==> config.mk <==
export PLATFORM = sky130hd
export DESIGN_NAME = caesar_decrypt
export DESIGN_NICKNAME = d
export VERILOG_FILES = /design/src/rtl/caesar_pkg.sv /design/src/rtl/caesar_key_sweep.sv /design/src/rtl/caesar_decrypt.sv
export SDC_FILE = /design/constraint.sdc
export NUM_CORES = 1
export LEC_CHECK = 0
export BUFFER_PORTS_ARGS = -buffer_cell sky130_fd_sc_hd__clkbuf_2
export CAP_MARGIN = 10
export CORE_ASPECT_RATIO = 2
export CORE_UTILIZATION = 55
export DETAILED_ROUTE_END_ITERATION = 8
export HOLD_SLACK_MARGIN = 0.1
export PLACE_DENSITY_LB_ADDON = 0.05
export SETUP_SLACK_MARGIN = 0.02
export SLEW_MARGIN = 20
export SYNTH_ARGS = -nofsm -noshare
export SYNTH_HDL_FRONTEND = slang
export SYNTH_HIERARCHICAL = 1
export SYNTH_SLANG_ARGS = --single-unit
==> constraint.sdc <==
create_clock -name CLOCK_50 -period 3.1 [get_ports CLOCK_50]
set_input_delay 0.31 -clock CLOCK_50 [delete_from_list [all_inputs] [get_ports CLOCK_50]]
set_output_delay 0.31 -clock CLOCK_50 [all_outputs]
set_load 0.02 [all_outputs]
==> src/rtl/caesar_pkg.sv <==
// caesar_pkg: shared constants and FSM state type for the Caesar decryptor
package caesar_pkg;
    localparam int ALPHA_LEN = 26;
    localparam int LETTER_W = 5;
    localparam logic [4:0] ERR_LETTER = 5'd31;
    localparam logic [3:0] ERR_BCD = 4'hF;
    typedef enum logic [2:0] {IDLE, CALC, CONV1, CONV2, HOLD} dec_state_t;
endpackage

==> src/rtl/caesar_key_sweep.sv <==
// caesar_key_sweep: mod-ALPHA key counter advanced by tick while enabled
module caesar_key_sweep #(
    parameter int ALPHA = 26,
    parameter int LW = 5
) (
    input  logic          CLOCK_50,
    input  logic          rst,
    input  logic          tick,
    input  logic          en,
    output logic [LW-1:0] count
);
    localparam logic [LW-1:0] LAST = LW'(ALPHA - 1);
    // advance on each enabled tick, wrapping after the last letter
    always_ff @(posedge CLOCK_50 or posedge rst) begin
        if (rst) count <= '0;
        else if (tick && en) count <= (count == LAST) ? '0 : count + 1'b1;
    end
endmodule

==> src/rtl/caesar_decrypt.sv <==
// caesar_decrypt: streaming Caesar decryptor with BCD output; CAESAR_SWEEP_EN adds a tick-driven key sweep
module caesar_decrypt
    import caesar_pkg::*;
#(
    parameter int ALPHA = 26,
    parameter int LW = 5
) (
    input  logic          CLOCK_50,
    input  logic          rst,
    input  logic          tick,
    input  logic [LW-1:0] key,
    input  logic          in_valid,
    input  logic [LW-1:0] in_letter,
    output logic          in_ready,
    output logic          out_valid,
    input  logic          out_ready,
    output logic [LW-1:0] out_letter,
    output logic [3:0]    out_tens,
    output logic [3:0]    out_ones,
    output logic          out_err
`ifdef CAESAR_SWEEP_EN
    ,
    input  logic          sweep_en,
    output logic [LW-1:0] sweep_key
`endif
);
    localparam logic [LW-1:0] A_L = LW'(ALPHA);
    localparam logic [LW:0] A_W = (LW+1)'(ALPHA);
    localparam logic [LW-1:0] TEN = LW'(10);
    dec_state_t state, state_n;
    logic [LW-1:0] let_r, key_r, d_r, rem, rem_n, eff_key;
    logic [LW:0] d_raw, d_mod;
    logic [3:0] tens, tens_n;
    logic err_r, bad;
`ifdef CAESAR_SWEEP_EN
    caesar_key_sweep #(.ALPHA(ALPHA), .LW(LW)) u_sweep (
        .CLOCK_50(CLOCK_50),
        .rst(rst),
        .tick(tick),
        .en(sweep_en),
        .count(sweep_key)
    );
    assign eff_key = sweep_en ? sweep_key : key;
`else
    logic unused_tick;
    assign unused_tick = tick;
    assign eff_key = key;
`endif
    assign in_ready = (state == IDLE);
    assign bad = (let_r >= A_L) || (key_r >= A_L);
    assign d_raw = {1'b0, let_r} + A_W - {1'b0, key_r};
    assign d_mod = (d_raw >= A_W) ? d_raw - A_W : d_raw;
    assign rem_n = (rem >= TEN) ? rem - TEN : rem;
    assign tens_n = tens + {3'b0, rem >= TEN};
    // state register
    always_ff @(posedge CLOCK_50 or posedge rst) begin
        if (rst) state <= IDLE;
        else state <= state_n;
    end
    // next-state sequencing: fixed three-cycle compute, then hold until consumed
    always_comb begin
        state_n = state;
        case (state)
            IDLE:    state_n = in_valid ? CALC : IDLE;
            CALC:    state_n = CONV1;
            CONV1:   state_n = CONV2;
            CONV2:   state_n = HOLD;
            HOLD:    state_n = out_ready ? IDLE : HOLD;
            default: state_n = IDLE;
        endcase
    end
    // datapath: latch input, subtract key mod ALPHA, two BCD steps, register outputs
    always_ff @(posedge CLOCK_50 or posedge rst) begin
        if (rst) begin
            let_r <= '0;
            key_r <= '0;
            d_r <= '0;
            rem <= '0;
            tens <= '0;
            err_r <= 1'b0;
            out_valid <= 1'b0;
            out_err <= 1'b0;
            out_letter <= '0;
            out_tens <= '0;
            out_ones <= '0;
        end else begin
            case (state)
                IDLE: if (in_valid) begin
                    let_r <= in_letter;
                    key_r <= eff_key;
                end
                CALC: begin
                    err_r <= bad;
                    d_r <= d_mod[LW-1:0];
                    rem <= d_mod[LW-1:0];
                    tens <= '0;
                end
                CONV1: begin
                    rem <= rem_n;
                    tens <= tens_n;
                end
                CONV2: begin
                    out_valid <= 1'b1;
                    out_err <= err_r;
                    out_letter <= err_r ? ERR_LETTER : d_r;
                    out_tens <= err_r ? ERR_BCD : tens_n;
                    out_ones <= err_r ? ERR_BCD : rem_n[3:0];
                end
                HOLD: if (out_ready) begin
                    out_valid <= 1'b0;
                    out_err <= 1'b0;
                end
                default: ;
            endcase
        end
    end
endmodule

==> results.sh, run 1 <==
export IMPL_synth_seq_cells=43
export IMPL_clkTransAtPathRegs_ns=0.08
export IMPL_cp_end_kind="flop"
export IMPL_netlist_area_um2=2200
export IMPL_cts_buffer_depth=2
export IMPL_h_tree_depth=2
export IMPL_cts_resized=0
export IMPL_async_flop_share_pct=100
export IMPL_hold_viol_final=0
export IMPL_finalSetupViolations=0
export IMPL_final_period_utilization_pct=83.6
export IMPL_gp_congestion=0.810
export IMPL_clock_skew_ns=0.00582
export IMPL_yosysMostFrequentCell="dfrtp_1"
export IMPL_finalMaxSlewViolations=0
export IMPL_nNetsFinal=287
export IMPL_post_drt_wl_per_cell_um=13.4
export IMPL_synthTopCellsByCount="43 x dfrtp_1, 33 x nand2_1, 25 x nor2_1"
export IMPL_n_fill_cell=340
export IMPL_area_delta_synth_final_pct=14.1
export IMPL_initial_core_util_pct=57.1
export IMPL_worstPathMaxFanout=3
export IMPL_drv_cap=0
export IMPL_insertion_delay_ns=0.29
export IMPL_path_class="reg -> reg"
export IMPL_cts_setup_buffers=0
export IMPL_ant_nets=0
export IMPL_worstPathRequired_ns=3.26
export IMPL_worst_pin_slew_ns=0.741
export IMPL_rows=32
export IMPL_grt_pass1_vias=1693
export IMPL_finalHoldWorstSlack_ns=0.222
export IMPL_io_buffer_count=29
export IMPL_arrival_ns=2.76
export IMPL_yosys_area_top_type="dfrtp_1"
export IMPL_cts_root_buf="clkbuf_8"
export IMPL_drt_total_wl_mm=4.13
export IMPL_layout_drive_gt1_share_pct=20.9
export IMPL_track_usage_pct=23.2
export IMPL_status="finished, final reports clean"
export IMPL_drc=0
export IMPL_grt_max_degree=31
export IMPL_cts_made_buffers=5
export IMPL_synth_edf_count=0
export IMPL_netlist_top_cells_area="dfrtp_1 49%, ha_1 7.4%, nand2_1 5.6%, o21ai_0 5.5%, nor2_1 4.3%"
export IMPL_ios=31
export IMPL_antenna_found_initial=0
export IMPL_synth_area_per_cell_um2=9.72
export IMPL_grt_ovfl_total=0
export IMPL_dieWidth_um=46.7
export IMPL_cts_tree="done"
export IMPL_synth_cell_type_count=43
export IMPL_vias=1658
export IMPL_cts_sinks=43
export IMPL_hold_class="in -> reg"
export IMPL_relSlewSlack_pct=50.5
export IMPL_drtPass1Iterations=4
export IMPL_cp_start_kind="flop"
export IMPL_dp_hpwl_mm=3.18
export IMPL_ys_warn_count=6
export IMPL_syn_num_nets=255
export IMPL_synth_flop_cell="dfrtp_1"
export IMPL_die_h_um=91.4
export IMPL_syn_inst=226
export IMPL_ys_seq_area_share_pct=49.0
export IMPL_n_antenna_cell=0
export IMPL_max_freq_mhz=386
export IMPL_die_area_um2=4260
export IMPL_core_area_um2=3840
export IMPL_grt_pass1_wl_mm=7.26
export IMPL_routed_via_density=5.37
export IMPL_rsz0062_at_grt="no"
export IMPL_cts_hold_buffers=1
export IMPL_drt_initial_drc_count=20
export IMPL_setup_tns_final_ns=0
export IMPL_synth_top_area_share_pct=49.0
export IMPL_fin_crit_ns=2.59
-- worst paths after layout --
| check | cells after the start | end | start | slack, ns |
|---|---|---|---|---|
| min in group asynchronous | 3 | key_r[4] | rst | 0.63 |
| worst max-delay path | 9 | rem[2] | key_r[1] | 0.51 |
| worst min-delay path | 3 | let_r[0] | in_letter[0] | 0.22 |
| worst max register to register | 9 | rem[2] | key_r[1] | 0.51 |
| max in group asynchronous | 4 | out_ones[2] | rst | 1.88 |
| worst min register to register | 2 | out_tens[2] | out_tens[2] | 0.48 |
-- worst max-delay path: stages (launching register included) --
cell and delay, ns:
dfrtp_1 0.40, ha_1 0.28, inv_1 0.04, ha_1 0.21
fa_1 0.41, xnor2_1 0.19, a21o_1 0.20, o32a_4 0.34
mux2i_2 0.27, o221ai_2 0.13
-- cell families after synthesis --
family,count (synthesis),share of synthesized area (%)
buffers and inverters,28,4.96
DFF,43,49.0
xor gates and xnor gates,4,1.60
muxes,9,4.56
adders and majority gates,14,8.32
and+or+nand+nor,77,16.0
AOI/OAI and AO/OA,51,15.6
-- area by class of cell --
class                      instances  area, µm²  share of cell area (%)
multi-input combinational        155       1010                    40.3
tap                               51       63.8                    2.55
sequential                        43       1080                    42.9
clock buffer                       6       72.6                    2.90
inverter                          20       75.1                    3.00
clock inverter                     1       30.0                    1.20
timing repair buffer              33        178                    7.09
-- flip-flops by register name, indices dropped and copies added (netlist names) --
name / flops
out_ones: 4
out_valid: 1
d_r: 5
rem: 5
tens: 4
err_r: 1
out_err: 1
let_r: 5
key_r: 5
out_tens: 4
state: 3
out_letter: 5
-- stage by stage --
stage          worst slack, ns  util [%]  instances  cell area (µm²)
2_1_floorplan            0.709         -        226             2200
3_3_place_gp             0.540      62.3        301             2390
3_5_place_dp             0.533      62.3        301             2390
4_1_cts                  0.485      65.2        309             2510
5_1_grt                  0.363      65.2        309             2510
6_report                 0.507      65.2        309             2510
-- layout by cell type (no fill, tap or decap), drive strengths merged --
| master | count |
|---|---|
| a211oi | 1 |
| o21ai | 25 |
| buf | 3 |
| ha | 13 |
| and3 | 2 |
| a21o | 2 |
| bufinv | 1 |
| o22ai | 1 |
| o31ai | 1 |
| or2 | 1 |
| nand2 | 33 |
| o21a | 1 |
| or4b | 1 |
| o32a | 1 |
| nand4b | 1 |
| xnor2 | 3 |
| o211ai | 4 |
| dfrtp | 43 |
| a22oi | 1 |
| a21oi | 7 |
| inv | 20 |
| nor2b | 2 |
| nor3b | 3 |
| a22o | 3 |
| nand3b | 1 |
| clkbuf | 35 |
| nand3 | 4 |
| a31oi | 1 |
| dlygate4sd3 | 1 |
| o311ai | 1 |
| o221ai | 1 |
| nor2 | 25 |
| a311oi | 1 |
| nand2b | 1 |
| mux2i | 4 |
| fa | 1 |
| mux2 | 5 |
| and2 | 1 |
| xor2 | 1 |
| nor3 | 2 |
-- routing by layer --
metal / part of all wire (%) / GRT usage (%) / wire [µm] / vias up
met3: 3.1 / 5.57 / 126 / 8
met2: 59 / 43.3 / 2440 / 30
met5: 0 / 0 / 0 / -
li1: - / - / - / 832
met1: 36 / 22.6 / 1490 / 788
met4: 1.7 / 7.62 / 72 / 0
Power of run 1 is left out: the tool's default activity adds up to more than one toggle a clock period on the data nets, which glitch-free logic cannot reach.
==> inputs of run 2 (changes only) <==
Settings changed: CORE_UTILIZATION 55 to 51.
Clock period 3.1 ns to 2.1 ns, I/O delays scaled along.
==> run 2 against run 1 <==
Effect of this change: global-route usage shrank 0.45 points; sequential cell count is the same; sequential share of layout area shrank 4.0 points; core utilization grew 1.7 points; final area grew 10%; critical path type unchanged; hold slack lost 0.10 ns; the run now ends with setup timing left; via count grew 6.8%.
==> results.sh, run 2 (synthesis results as in run 1) <==
export IMPL_cp_slowest_cell="fa_2"
export IMPL_met3_usage_pct=3.38
export IMPL_routed_via_density=5.30
export IMPL_finalMaxSlewViolations=0
export IMPL_worstPathRequired_ns=2.27
export IMPL_max_freq_mhz=412
export IMPL_drc=0
export IMPL_relSlewSlack_pct=63.6
export IMPL_fin_crit_ns=2.43
export IMPL_failed_checks="setup timing"
export IMPL_cp_top_family="adder cells"
export IMPL_status="finished with violations"
export IMPL_cp_end_kind="flop"
export IMPL_dp_hpwl_mm=3.46
export IMPL_drtPass1Iterations=4
export IMPL_die_h_um=94.8
export IMPL_grt_pass1_wl_mm=7.89
export IMPL_fin_cells=334
export IMPL_io_buffer_count=29
export IMPL_setup_slack_ns=-0.328
export IMPL_nNetsFinal=311
export IMPL_clock_skew_ns=0.00642
export IMPL_grt_ovfl_total=0
export IMPL_worst_pin_slew_ns=0.546
export IMPL_top_usage_layer="met2"
export IMPL_insertion_delay_ns=0.29
export IMPL_worstPathMaxFanout=3
export IMPL_rsz0062_at_grt="yes"
export IMPL_rows=33
export IMPL_antenna_found_initial=0
export IMPL_n_antenna_cell=0
export IMPL_dieWidth_um=48.4
export IMPL_grt_max_degree=44
export IMPL_clkTransAtPathRegs_ns=0.08
export IMPL_core_area_um2=4130
export IMPL_cts_buffer_depth=2
export IMPL_finalHoldWorstSlack_ns=0.117
export IMPL_use_met1_pct=21.4
export IMPL_cpPeakStageDelay_ns=0.53
export IMPL_path_class="reg -> reg"
export IMPL_area_delta_synth_final_pct=25.8
export IMPL_gp_congestion=0.808
export IMPL_setup_tns_final_ns=-2.15
export IMPL_hold_class="in -> reg"
export IMPL_crit_chain="ha_4, inv_2, ha_4, fa_2, inv_2, a21o_1, o32a_4, mux2i_2, o211ai_1"
export IMPL_final_cell_mix="43 x dfrtp_1, 33 x nand2_1, 29 x clkbuf_2, 27 x buf_4, 25 x nor2_1"
export IMPL_grt_pass1_vias=1804
export IMPL_track_usage_pct=22.7
export IMPL_layout_drive_gt1_share_pct=32.3
export IMPL_cts_root_buf="clkbuf_8"
export IMPL_place_inst=322
export IMPL_h_tree_depth=2
export IMPL_cp_start_kind="flop"
export IMPL_ant_nets=0
export IMPL_finalSetupViolations=8
export IMPL_drt_initial_drc_count=29
export IMPL_die_area_um2=4590
export IMPL_final_period_utilization_pct=116
export IMPL_drt_total_wl_mm=4.59
export IMPL_arrival_ns=2.59
export IMPL_place_ws_ns=-0.349
export IMPL_drv_cap=0
export IMPL_final_common_cell="dfrtp_1"
export IMPL_ios=31
export IMPL_grt_util_met2_pct=46.7
export IMPL_cts_made_buffers=5
export IMPL_critPathBufInv=2
export IMPL_cts_sinks=43
export IMPL_cts_tree="done"
export IMPL_hold_viol_final=0
export IMPL_vias=1770
export IMPL_initial_core_util_pct=53.2
export IMPL_post_drt_wl_per_cell_um=13.7
[run 2: stage by stage]
| step | utilization (%) | instance area (µm²) |
|---|---|---|
| after detailed placement | 62.2 | 2570 |
| after CTS | 66.3 | 2740 |
| after global routing | 66.9 | 2760 |
| after floorplan | - | 2220 |
| final | 66.9 | 2760 |
| after global placement | 62.2 | 2570 |
[run 2: worst reg2reg max path, stage by stage, from the launching register on]
cell and delay, ns:
dfrtp_1 0.41, ha_4 0.28, inv_2 0.04, ha_4 0.15, fa_2 0.53, inv_2 0.05
a21o_1 0.17, o32a_4 0.36, mux2i_2 0.20, o211ai_1 0.12
[run 2: timing repair]
| item | in CTS | in global routing |
|---|---|---|
| pin swaps | 4 | 3 |
| endpoints found under the setup margin | 8 | 12 |
| resized for setup | 10 | 3 |
| endpoints found under the hold margin | 43 | 0 |
| setup buffers | 3 | 2 |
| hold buffers | 1 | 0 |
[run 2: layout make-up]
class	instances	area (µm²)
Fill cell	360	1370
Multi-Input combinational cell	155	1090
Sequential cell	43	1080
Timing Repair Buffer	57	358
Inverter	20	75.1
Clock buffer	6	72.6
Tap cell	52	65.1
Clock inverter	1	30.0
[run 2: layer usage]
metal | wire length [µm] | vias to the layer above
li1 | - | 883
met1 | 1660 | 835
met2 | 2690 | 39
met3 | 110 | 13
met4 | 138 | 0
met5 | 0 | -
[run 2: path summary, 6_finish.rpt]
| kind | start | to | slack, ns | depth (start not counted) |
|---|---|---|---|---|
| setup / recovery | key_r[1] | rem[1] | -0.33 | 9 |
| hold / removal | key[2] | key_r[2] | 0.12 | 3 |
| setup reg to reg | key_r[1] | rem[1] | -0.33 | 9 |
| hold reg to reg | out_ones[3] | out_ones[3] | 0.48 | 2 |
| max in group asynchronous | rst | d_r[4] | 1.14 | 4 |
| min in group asynchronous | rst | out_valid | 0.57 | 4 |
Power of run 2 is left out for the same reason.
